$ cat src/rtl/dvi_timing_pkg.sv
`default_nettype none
// ============================================================================
//  Module   : dvi_timing_pkg
//  Purpose  : Shared definitions for the DVI timing generator: default
//             640x480@60 timing constants, the sequencing FSM state type and
//             the TMDS channel control-word mapping.
//  Ports    : none (package)
//  Revision : 1.0 - initial release
// ============================================================================
package dvi_timing_pkg;

  // Default 640x480@60 timing (pixels / lines)
  localparam int c_h_active = 640;
  localparam int c_h_fp     = 16;
  localparam int c_h_sync   = 96;
  localparam int c_h_bp     = 48;
  localparam int c_v_active = 480;
  localparam int c_v_fp     = 10;
  localparam int c_v_sync   = 2;
  localparam int c_v_bp     = 33;
  localparam int c_lead     = 2;
  localparam int c_cnt_w    = 10;

  // Sequencing FSM
  typedef enum logic [1:0] {
    ST_IDLE  = 2'd0,
    ST_RUN   = 2'd1,
    ST_DRAIN = 2'd2
  } state_t;

  // Green and red channels carry no control information in DVI.
  localparam logic [1:0] c_ctrl1_word = 2'b00;
  localparam logic [1:0] c_ctrl2_word = 2'b00;

  // Blue-channel control word {vsync, hsync} at line level, given whether
  // each sync is logically active and its active polarity.
  function automatic logic [1:0] ctrl0_word(input logic vsync_act,
                                            input logic hsync_act,
                                            input logic vs_pol,
                                            input logic hs_pol);
    return {(vsync_act ? vs_pol : ~vs_pol), (hsync_act ? hs_pol : ~hs_pol)};
  endfunction

endpackage
`default_nettype wire

$ cat src/rtl/dvi_axis_counter.sv
`default_nettype none
// ============================================================================
//  Module   : dvi_axis_counter
//  Purpose  : One timing axis (horizontal or vertical). Counts 0..TOTAL-1
//             and wraps, and decodes the active and sync regions.
//  Ports    : i_clk, i_rstn   - clock, asynchronous active-low reset
//             i_load          - load o_count with i_load_val (wins over advance)
//             i_load_val      - value loaded by i_load
//             i_advance       - step the count by one, wrapping at TOTAL-1
//             o_count         - current count
//             o_wrap          - count is at TOTAL-1 (next advance wraps)
//             o_active        - count < ACTIVE
//             o_sync          - count in [ACTIVE+FP, ACTIVE+FP+SYNC)
//  Revision : 1.0 - initial release
// ============================================================================
module dvi_axis_counter #(
  parameter int TOTAL  = 800,
  parameter int ACTIVE = 640,
  parameter int FP     = 16,
  parameter int SYNC   = 96,
  parameter int CNT_W  = 10
) (
  input  logic             i_clk,
  input  logic             i_rstn,
  input  logic             i_load,
  input  logic [CNT_W-1:0] i_load_val,
  input  logic             i_advance,
  output logic [CNT_W-1:0] o_count,
  output logic             o_wrap,
  output logic             o_active,
  output logic             o_sync
);

  localparam logic [CNT_W-1:0] c_last       = CNT_W'(TOTAL - 1);
  localparam logic [CNT_W-1:0] c_active     = CNT_W'(ACTIVE);
  localparam logic [CNT_W-1:0] c_sync_first = CNT_W'(ACTIVE + FP);
  // Inclusive upper bound so the constant never needs TOTAL itself, which
  // may not fit in CNT_W bits when TOTAL == 2**CNT_W.
  localparam logic [CNT_W-1:0] c_sync_last  = CNT_W'(ACTIVE + FP + SYNC - 1);
  localparam logic [CNT_W-1:0] c_one        = CNT_W'(1);

  logic [CNT_W-1:0] r_count;

  always_ff @(posedge i_clk or negedge i_rstn) begin
    if (!i_rstn) begin
      r_count <= '0;
    end else if (i_load) begin
      r_count <= i_load_val;
    end else if (i_advance) begin
      r_count <= (r_count == c_last) ? '0 : (r_count + c_one);
    end
  end

  assign o_count  = r_count;
  assign o_wrap   = (r_count == c_last);
  assign o_active = (r_count < c_active);
  assign o_sync   = (r_count >= c_sync_first) && (r_count <= c_sync_last);

endmodule
`default_nettype wire

$ cat src/rtl/dvi_timing_gen.sv
`default_nettype none
// ============================================================================
//  Module   : dvi_timing_gen
//  Purpose  : Video timing controller for the three TMDS channel encoders.
//             Generates DE, the channel control words ({vsync,hsync} on the
//             blue channel), pixel coordinates, a look-ahead fetch strobe and
//             a frame-start pulse. Starts and stops only on frame boundaries.
//             All outputs are registered, one cycle behind the counters.
//  Ports    : i_clk          - pixel clock
//             i_rstn         - asynchronous active-low reset
//             i_en           - run request (level)
//             o_de           - data enable
//             o_ctrl0        - blue ctrl {vsync, hsync}
//             o_ctrl1/2      - green/red ctrl, constant 2'b00
//             o_x, o_y       - pixel coordinate while o_de=1, else 0
//             o_fetch        - o_de will be high LEAD cycles later
//             o_frame_start  - pulse with pixel (0,0)
//             o_busy         - engine not idle
//  Revision : 1.0 - initial release
// ============================================================================
module dvi_timing_gen
  import dvi_timing_pkg::*;
#(
  parameter int H_ACTIVE = c_h_active,
  parameter int H_FP     = c_h_fp,
  parameter int H_SYNC   = c_h_sync,
  parameter int H_BP     = c_h_bp,
  parameter int V_ACTIVE = c_v_active,
  parameter int V_FP     = c_v_fp,
  parameter int V_SYNC   = c_v_sync,
  parameter int V_BP     = c_v_bp,
  parameter bit HS_POL   = 1'b0,
  parameter bit VS_POL   = 1'b0,
  parameter int LEAD     = c_lead,
  parameter int CNT_W    = c_cnt_w
) (
  input  logic             i_clk,
  input  logic             i_rstn,
  input  logic             i_en,
  output logic             o_de,
  output logic [1:0]       o_ctrl0,
  output logic [1:0]       o_ctrl1,
  output logic [1:0]       o_ctrl2,
  output logic [CNT_W-1:0] o_x,
  output logic [CNT_W-1:0] o_y,
  output logic             o_fetch,
  output logic             o_frame_start,
  output logic             o_busy
);

  localparam int c_h_total = H_ACTIVE + H_FP + H_SYNC + H_BP;
  localparam int c_v_total = V_ACTIVE + V_FP + V_SYNC + V_BP;

  // Start point: front porch of the last blanking line, so the fetch window
  // ahead of pixel (0,0) is always fully available.
  localparam logic [CNT_W-1:0] c_h_load     = CNT_W'(H_ACTIVE);
  localparam logic [CNT_W-1:0] c_v_load     = CNT_W'(c_v_total - 1);
  localparam logic [CNT_W-1:0] c_h_act      = CNT_W'(H_ACTIVE);
  localparam logic [CNT_W-1:0] c_v_act      = CNT_W'(V_ACTIVE);
  localparam logic [CNT_W-1:0] c_lead_w     = CNT_W'(LEAD);
  localparam logic [CNT_W-1:0] c_la_thresh  = CNT_W'(c_h_total - LEAD);
  localparam logic [CNT_W-1:0] c_one        = CNT_W'(1);
  localparam logic [1:0]       c_ctrl0_idle = ctrl0_word(1'b0, 1'b0, VS_POL, HS_POL);

  state_t           r_state;
  logic             r_de;
  logic [1:0]       r_ctrl0;
  logic [CNT_W-1:0] r_x;
  logic [CNT_W-1:0] r_y;
  logic             r_fetch;
  logic             r_frame_start;
  logic             r_busy;

  logic [CNT_W-1:0] w_hcnt;
  logic [CNT_W-1:0] w_vcnt;
  logic             w_h_wrap;
  logic             w_v_wrap;
  logic             w_h_active;
  logic             w_v_active;
  logic             w_h_sync;
  logic             w_v_sync;
  logic             w_load;
  logic             w_advance;
  logic             w_frame_end;
  logic             w_pix_active;

  // Counters run in RUN and DRAIN (including the edge that returns to IDLE,
  // which leaves them at 0,0) and are loaded on the IDLE->RUN edge.
  assign w_load      = (r_state == ST_IDLE) && i_en;
  assign w_advance   = (r_state != ST_IDLE);
  assign w_frame_end = w_h_wrap && w_v_wrap;

  dvi_axis_counter #(
    .TOTAL  (c_h_total),
    .ACTIVE (H_ACTIVE),
    .FP     (H_FP),
    .SYNC   (H_SYNC),
    .CNT_W  (CNT_W)
  ) u_h_axis (
    .i_clk      (i_clk),
    .i_rstn     (i_rstn),
    .i_load     (w_load),
    .i_load_val (c_h_load),
    .i_advance  (w_advance),
    .o_count    (w_hcnt),
    .o_wrap     (w_h_wrap),
    .o_active   (w_h_active),
    .o_sync     (w_h_sync)
  );

  dvi_axis_counter #(
    .TOTAL  (c_v_total),
    .ACTIVE (V_ACTIVE),
    .FP     (V_FP),
    .SYNC   (V_SYNC),
    .CNT_W  (CNT_W)
  ) u_v_axis (
    .i_clk      (i_clk),
    .i_rstn     (i_rstn),
    .i_load     (w_load),
    .i_load_val (c_v_load),
    .i_advance  (w_advance && w_h_wrap),
    .o_count    (w_vcnt),
    .o_wrap     (w_v_wrap),
    .o_active   (w_v_active),
    .o_sync     (w_v_sync)
  );

  assign w_pix_active = w_h_active && w_v_active;

  // Look-ahead position LEAD counts ahead of the current one. LEAD never
  // exceeds the horizontal blanking, so at most one line wrap is crossed.
  logic             w_la_hwrap;
  logic [CNT_W-1:0] w_la_h;
  logic [CNT_W-1:0] w_la_v;
  logic             w_la_next_frame;
  logic             w_la_active;

  assign w_la_hwrap      = (w_hcnt >= c_la_thresh);
  assign w_la_h          = w_la_hwrap ? (w_hcnt - c_la_thresh) : (w_hcnt + c_lead_w);
  assign w_la_v          = !w_la_hwrap ? w_vcnt : (w_v_wrap ? '0 : (w_vcnt + c_one));
  assign w_la_next_frame = w_la_hwrap && w_v_wrap;
  assign w_la_active     = (w_la_h < c_h_act) && (w_la_v < c_v_act);

  always_ff @(posedge i_clk or negedge i_rstn) begin
    if (!i_rstn) begin
      r_state       <= ST_IDLE;
      r_de          <= 1'b0;
      r_ctrl0       <= c_ctrl0_idle;
      r_x           <= '0;
      r_y           <= '0;
      r_fetch       <= 1'b0;
      r_frame_start <= 1'b0;
      r_busy        <= 1'b0;
    end else begin
      case (r_state)
        ST_IDLE:  if (i_en) r_state <= ST_RUN;
        ST_RUN:   if (!i_en) r_state <= ST_DRAIN;
        ST_DRAIN: begin
          if (i_en)             r_state <= ST_RUN;
          else if (w_frame_end) r_state <= ST_IDLE;
        end
        default:  r_state <= ST_IDLE;
      endcase

      if (r_state == ST_IDLE) begin
        r_de          <= 1'b0;
        r_ctrl0       <= c_ctrl0_idle;
        r_x           <= '0;
        r_y           <= '0;
        r_fetch       <= 1'b0;
        r_frame_start <= 1'b0;
        r_busy        <= 1'b0;
      end else begin
        r_de          <= w_pix_active;
        r_ctrl0       <= ctrl0_word(w_v_sync, w_h_sync, VS_POL, HS_POL);
        r_x           <= w_pix_active ? w_hcnt : '0;
        r_y           <= w_pix_active ? w_vcnt : '0;
        // While draining, the next frame will never be shown, so pixels
        // beyond the frame end are not requested.
        r_fetch       <= w_la_active && !((r_state == ST_DRAIN) && w_la_next_frame);
        r_frame_start <= (w_hcnt == '0) && (w_vcnt == '0);
        r_busy        <= 1'b1;
      end
    end
  end

  assign o_de          = r_de;
  assign o_ctrl0       = r_ctrl0;
  assign o_ctrl1       = c_ctrl1_word;
  assign o_ctrl2       = c_ctrl2_word;
  assign o_x           = r_x;
  assign o_y           = r_y;
  assign o_fetch       = r_fetch;
  assign o_frame_start = r_frame_start;
  assign o_busy        = r_busy;

endmodule
`default_nettype wire

$ cat config.mk
export PLATFORM = sky130hd
export DESIGN_NAME = dvi_timing_gen
export DESIGN_NICKNAME = d
export VERILOG_FILES = /design/src/rtl/dvi_timing_pkg.sv /design/src/rtl/dvi_axis_counter.sv /design/src/rtl/dvi_timing_gen.sv
export SDC_FILE = /design/constraint.sdc
export NUM_CORES = 1
export LEC_CHECK = 0
export ABC_CLOCK_PERIOD_IN_PS = 4500
export BUFFER_PORTS_ARGS = -buffer_cell sky130_fd_sc_hd__buf_2
export CAP_MARGIN = 20
export CORE_UTILIZATION = 50
export DETAILED_ROUTE_END_ITERATION = 16
export PLACE_DENSITY = 0.78
export SETUP_SLACK_MARGIN = 0.2
export SKIP_CTS_REPAIR_TIMING = 1
export SLEW_MARGIN = 10
export SYNTH_ARGS = -nofsm -noshare
export SYNTH_HDL_FRONTEND = slang
export SYNTH_SLANG_ARGS = --single-unit
export TNS_END_PERCENT = 5
$ cat constraint.sdc
create_clock -name i_clk -period 4.5 [get_ports i_clk]
set_input_delay 0.45 -clock i_clk [delete_from_list [all_inputs] [get_ports i_clk]]
set_output_delay 0.45 -clock i_clk [all_outputs]
set_load 0.02 [all_outputs]
==> results of run 1 <==
[metal layers]
layer  GRT usage [%]  vias up  share of wire [%]
met4            8.67        0                2.0
met2            28.8       68                 46
met3            4.47        9                5.9
met1            28.9      849                 46
met5               0        -                  0
li1                -      877                  -
[power by group]
| part | internal (mW) | switching (mW) |
|---|---|---|
| logic | 0.0333 | 0.0619 |
| clock network | 0.124 | 0.143 |
| registers | 0.452 | 0.0395 |
[cells by family (layout without fill, tap and decap cells)]
family,count (synthesis),count (layout),synth area share [%]
buffers and inverters,26,47,6.05
other,1,5,0.160
xor gates and xnor gates,1,1,0.375
DFF,48,48,51.5
AOI/OAI and AO/OA,54,54,14.8
and+or+nand+nor,99,99,24.5
adders and majority gates,5,5,2.68
[placed cells by master (no fill, tap or decap), types with 5 or more instances in the layout]
cell type  Yosys  layout
nor2_1        13      13
nand2_1       16      16
clkbuf_8       2       6
and2_1        18      18
nor3_1         6       6
o21ai_0       23      23
and3_1         7       7
nand3_1       12      12
inv_1          8       8
o31ai_1        7       7
dfrtp_1       46      46
ha_1           5       5
buf_2          1      28
conb_1         1       5
nand4_1        7       7
[flip-flops by register name (all words and copies together), names as in the netlist]
register,count
o_ctrl0,2
o_de,1
o_busy,1
u_v_axis.o_count,10
u_h_axis.o_count,10
o_y,10
o_fetch,1
o_x,10
r_state,2
o_frame_start,1
[area by class of cell]
class	count	area (µm²)
Sequential cell	48	1200
Tap cell	52	65.1
Timing Repair Buffer	30	168
Fill cell	379	1830
Multi-Input combinational cell	164	1010
Clock buffer	6	82.6
Clock inverter	2	15.0
Inverter	9	33.8
[synth_stat cells, drive strengths merged, types with 2 or more instances]
library cell,instances,area share (%)
a21boi,2,0.64
a21o,2,0.64
a21oi,4,1.0
a31oi,3,0.80
and2,19,5.1
and3,8,2.2
and4,2,0.80
buf,6,2.0
clkbuf,11,2.6
dfrtp,46,49
dfstp,2,2.2
ha,5,2.7
inv,8,1.3
nand2,16,2.6
nand2b,2,0.86
nand3,12,2.6
nand4,7,1.9
nor2,13,2.1
nor2b,2,0.54
nor3,6,1.3
nor4,4,1.7
nor4b,2,0.75
o21ai,24,5.1
o21bai,2,0.64
o311ai,2,0.75
o31ai,7,2.2
or3,2,0.54
[final timing paths]
check                      startpoint                   to  slack (ns)  cells past startpoint
max                        r_state[0]  u_v_axis.o_count[6]        1.83                      5
min                            i_rstn               o_x[1]       0.001                      1
max reg2reg                r_state[0]  u_v_axis.o_count[6]        1.83                      5
min reg2reg                r_state[1]           r_state[1]        0.51                      1
max in group asynchronous      i_rstn           o_ctrl0[1]        3.96                      2
min in group i_clk               i_en           r_state[1]        0.42                      2
[worst max-delay path: cells and delay by family (launching register included)]
family / cells / cell delay [ns]
flops: 1 / 0.42
compound gates: 3 / 0.94
buf+inv: 1 / 0.51
simple gates: 1 / 0.72
==> results by group, run 1 <==
Timing
  • Final Setup Violations: 0
  • Max-slew violation count: 0
  • Worst Tran Pin Value: 0.916 ns
  • Period utilization: 59.4%
  • Unrepaired setup endpoints after global routing: no
  • Worst Skew: 0.00832 ns
  • Crit path time final: roughly 2.7 ns
  • Setup TNS: 0 ns
  • Hold WS: ~0.0013 ns
  • Hold Vio Cnt, Final: 0
  • Final worst setup slack: 1.83 ns
  • Relative slew slack: 38.7%
  • Maximum achievable frequency: ~0.37 GHz

Worst setup path
  • CP endpoint kind: register
  • Critical path, cell by cell: nor2_1, clkinv_1, o21ai_1, o21ai_0, o31ai_1
  • Crit start category: register
  • Critical Path AT: 2.89 ns
  • Crit Path Category: register to register
  • Slowest stage delay, CP: 0.72 ns
  • Critical path peak fanout: 13
  • CP max stage cell: nor2_1
  • WP data required: between 4 and 5 ns

Routing
  • Post-DRT Antenna Nets: 0
  • Total wire length: 4550 µm
  • DR WL/cell: 14.6 µm
  • 1st-iter DRT viols: 282
  • Via density per instance: 5.80
  • DR pass1 iterations: 4
  • Residual DRC: 0
  • Routed vias: between 1500 and 2000

Yosys
  • Cell area after synthesis: 0.00234 mm²
  • Warnings, synthesis: 0
  • Post-synthesis sequential area ratio: 51.5%
  • #FFs+latches synth: 48
  • Number of synthesized flops with an enable pin: 0
  • Main flop type after synthesis: dfrtp_1
  • Mean Syn Cell Area: 9.99 µm²
  • Post-synthesis instance total: 234
  • Post-synth cell types: 52
  • Post-synth ARST share: 100%

Clock tree
  • Clock Tree Buf Depth: 2
  • Clock Latency Late Sink: 0.30 ns
  • TritonCTS clock tree: done
  • H-tree depth: 2
  • Root buffer cell: clkbuf_8
  • Num CTS Buffers: 5
  • Clk sinks: 48
  • Clock slew at reported path FFs: 0.09 ns

Pwr
  • P_leak: about 1.2 nW
  • Power per cell area: 331 mW/mm²
  • Overall power: 854 µW
  • Peak VDD IR: 0.146 mV

GRT
  • GRT overflow: 0
  • GRT Util Overall: 20.0%
  • Largest net degree at the start of global routing: 49
  • Number of global-route vias before repair: roughly 1600
  • Initial antenna violation count: 0
  • First-pass GRT wire length: just under 8000 µm

Die
  • Initial Util: 52.9%
  • Top-Level Pins: 33
  • DIE AREA: 0.00495 mm²
  • Std-Cell Rows: 24
  • CORE AREA: 0.00441 mm²
  • Die W: 70.4 µm
  • Die Y: 70.4 µm

Layout
  • Antenna fix cells: 0
  • Layout Cell Area excl Fill: 0.00258 mm²
  • Share of cells above drive strength 1: about a fifth
  • Finished Layout Cells: 311
  • Nets: between 200 and 300
  • Fin util: 58.5%
  • Area Overhead vs Synth: 10.4%

Placement
  • Placed cells: 302
  • DP Wirelength: about 3000 µm
  • DP Worst Slack: 1.90 ns
  • Placer Congestion: 0.910
  • Input/output buffers: 28
  • Post-DP Area: around 0.0025 mm²

Run status
  • Status: finished clean

Flow run
  • Max-cap violations: 0

Hold path
  • Tightest Hold Check Type: input port to asynchronous set/reset pin
Power figures use the tool's default switching activity.
==> inputs of run 2 (changes only) <==
Settings changed: ABC_CLOCK_PERIOD_IN_PS 4500 to 2600.
Clock period 4.5 ns to 2.6 ns, I/O delays scaled along.
==> run 2 against run 1 <==
Non-clock buffer count up 5. Largest power group unchanged. Sequential share of layout area shrank 1.3 points. First-iteration DRC count down 68%. Cell area up 2.8%. Utilization grew 1.6 points. Critical path type unchanged. Power rose by 90%. Global-route usage shrank 1.8 points.
==> results by group, run 2 (synthesis gave the netlist of run 1 again) <==
Timing
  • Setup TNS: 0 ns (unchanged)
  • Final Setup Violations: 0 (unchanged)
  • Max-slew violation count: 0 (unchanged)
  • Hold Vio Cnt, Final: 0 (unchanged)
  • Final worst setup slack: 0.581 ns (was 1.83 ns)
  • Hold WS: 0.229 ns (was 0.00134 ns)
  • Unrepaired setup endpoints after global routing: no (unchanged)
  • Period utilization: 77.7% (was 59.4%)
  • Maximum achievable frequency: 0.495 GHz (was 0.374 GHz)
  • Crit path time final: 2.02 ns (was 2.67 ns)
  • Worst Skew: 0.00417 ns (was 0.00832 ns)

Worst setup path
  • Critical path peak fanout: 11 (was 13)
  • CP endpoint kind: register (unchanged)
  • CP max stage cell: or4_4 (was nor2_1)
  • Critical Path AT: 2.22 ns (was 2.89 ns)
  • Critical path, cell by cell: or4_4, nor4_4, nand2b_4, a21oi_2, a21o_1 (was nor2_1, clkinv_1, o21ai_1, o21ai_0, o31ai_1)
  • Delay-heaviest family, CP: simple AND/OR/NAND/NOR gates (was compound AO/OA/AOI/OAI gates)
  • CP bufs+invs: 0 (was 1)
  • WP data required: 2.80 ns (was 4.71 ns)
  • Slowest stage delay, CP: 0.58 ns (was 0.72 ns)
  • Crit Path Category: register to register (unchanged)
  • Crit start category: register (unchanged)

Clock tree
  • Clock Latency Late Sink: 0.30 ns (about the same)
  • Root buffer cell: clkbuf_8 (unchanged)
  • Clk sinks: 48 (unchanged)
  • H-tree depth: 2 (unchanged)
  • Clock slew at reported path FFs: 0.08 ns (was 0.09 ns)
  • Clock Tree Buf Depth: 2 (unchanged)
  • TritonCTS clock tree: done (unchanged)
  • Num CTS Buffers: 5 (unchanged)

Layout
  • Finished Layout Cells: 315 (was 311)
  • Area Overhead vs Synth: 13.5% (was 10.4%)
  • Fin util: 60.1% (was 58.5%)
  • Nets: 271 (was 266)
  • Most common cell after layout, fill and taps aside: dfrtp_1 (unchanged)
  • Layout Cell Area excl Fill: 0.00265 mm² (was 0.00258 mm²)
  • Commonest cells after routing, fill and taps aside: dfrtp_1 (46), buf_2 (28), o21ai_0 (23), and2_1 (18), nand2_1 (16) (unchanged)
  • Antenna fix cells: 0 (unchanged)
  • Share of cells above drive strength 1: 20.5% (was 19.7%)

Routing
  • 1st-iter DRT viols: 90 (was 282)
  • DR WL/cell: 13.5 µm (was 14.6 µm)
  • Routed vias: 1761 (was 1803)
  • Total wire length: 4240 µm (was 4550 µm)
  • Via density per instance: 5.59 (was 5.80)
  • DR pass1 iterations: 4 (unchanged)
  • Residual DRC: 0 (unchanged)
  • Post-DRT Antenna Nets: 0 (unchanged)

Pwr
  • Power per cell area: 613 mW/mm² (was 331 mW/mm²)
  • Overall power: 1.63 mW (was 854 µW)
  • P_leak: 1.27 nW (was 1.23 nW)
  • Peak VDD IR: 0.246 mV (was 0.146 mV)

GRT
  • Largest net degree at the start of global routing: 49 (unchanged)
  • Initial antenna violation count: 0 (unchanged)
  • Number of global-route vias before repair: 1511 (was 1615)
  • Met1 GRT Util: 26.7% (was 28.9%)
  • GR Layer Usage met3: 3.03% (was 4.47%)
  • GRT Max-Usage Layer: met1 (unchanged)
  • GRT overflow: 0 (unchanged)
  • First-pass GRT wire length: 7160 µm (was 7860 µm)
  • GRT Util Overall: 18.3% (was 20.0%)
  • M2 GR Usage: 26.7% (was 28.8%)

Run status
  • Status: finished clean (unchanged)

Hold path
  • Tightest Hold Check Type: input port to register (was input port to asynchronous set/reset pin)

Placement
  • Post-DP Area: 0.00249 mm² (was 0.00246 mm²)
  • Placer Congestion: 0.862 (was 0.910)
  • DP Wirelength: 2860 µm (was 3090 µm)
  • DP Worst Slack: 0.589 ns (was 1.90 ns)
  • Input/output buffers: 28 (unchanged)
  • Placed cells: 306 (was 302)

Die
  • CORE AREA: 0.00441 mm² (unchanged)
  • Top-Level Pins: 33 (unchanged)
  • Initial Util: 52.9% (unchanged)
  • Std-Cell Rows: 24 (unchanged)
  • DIE AREA: 0.00495 mm² (unchanged)
  • Die W: 70.4 µm (unchanged)
  • Die Y: 70.4 µm (unchanged)

Flow run
  • Max-cap violations: 0 (unchanged)
==> run 2: changes by cell type in the layout (fill, tap and decap cells not counted), sizes merged <==
cell,before,now
buf,30,34
bufinv,0,2
clkinvlp,2,0
clkbuf,6,5
dlygate4sd3,0,1
==> run 2: worst reg2reg max path: cells and delay by family (launching register included) <==
kind               cells  cell delay, ns
and+or+nand+nor        3            1.25
DFF                    1            0.48
AOI/OAI and AO/OA      2            0.19
==> run 2: final cells by class <==
cell class | instances | area, µm²
fill | 381 | 1760
sequential | 48 | 1200
multi-input combinational | 164 | 1010
timing repair buffer | 35 | 208
clock buffer | 5 | 68.8
tap | 52 | 65.1
clock inverter | 2 | 60.1
inverter | 9 | 33.8
==> run 2: routing by layer <==
layer | vias up | share of wire, %
li1 | 878 | -
met3 | 6 | 6.1
met5 | - | 0
met2 | 58 | 45
met4 | 0 | 1.9
met1 | 819 | 47
==> run 2: worst paths after layout <==
| path | depth (start not counted) | from | slack (ns) | endpoint |
|---|---|---|---|---|
| setup / recovery | 5 | u_v_axis.o_count[5] | 0.58 | u_v_axis.o_count[8] |
| hold / removal | 2 | i_en | 0.23 | r_state[1] |
| setup reg to reg | 5 | u_v_axis.o_count[5] | 0.58 | u_v_axis.o_count[8] |
| hold reg to reg | 1 | r_state[1] | 0.51 | r_state[1] |
| max in group asynchronous | 3 | i_rstn | 1.57 | o_ctrl0[1] |
| min in group asynchronous | 2 | i_rstn | 0.45 | o_x[2] |
==> run 2: report_power, final <==
group	leakage, nW	internal (mW)	switching, mW
registers	0.631	0.782	0.0632
logic	0.579	0.0683	0.103
clock network	0.0642	0.378	0.233
total	1.27	1.23	0.399
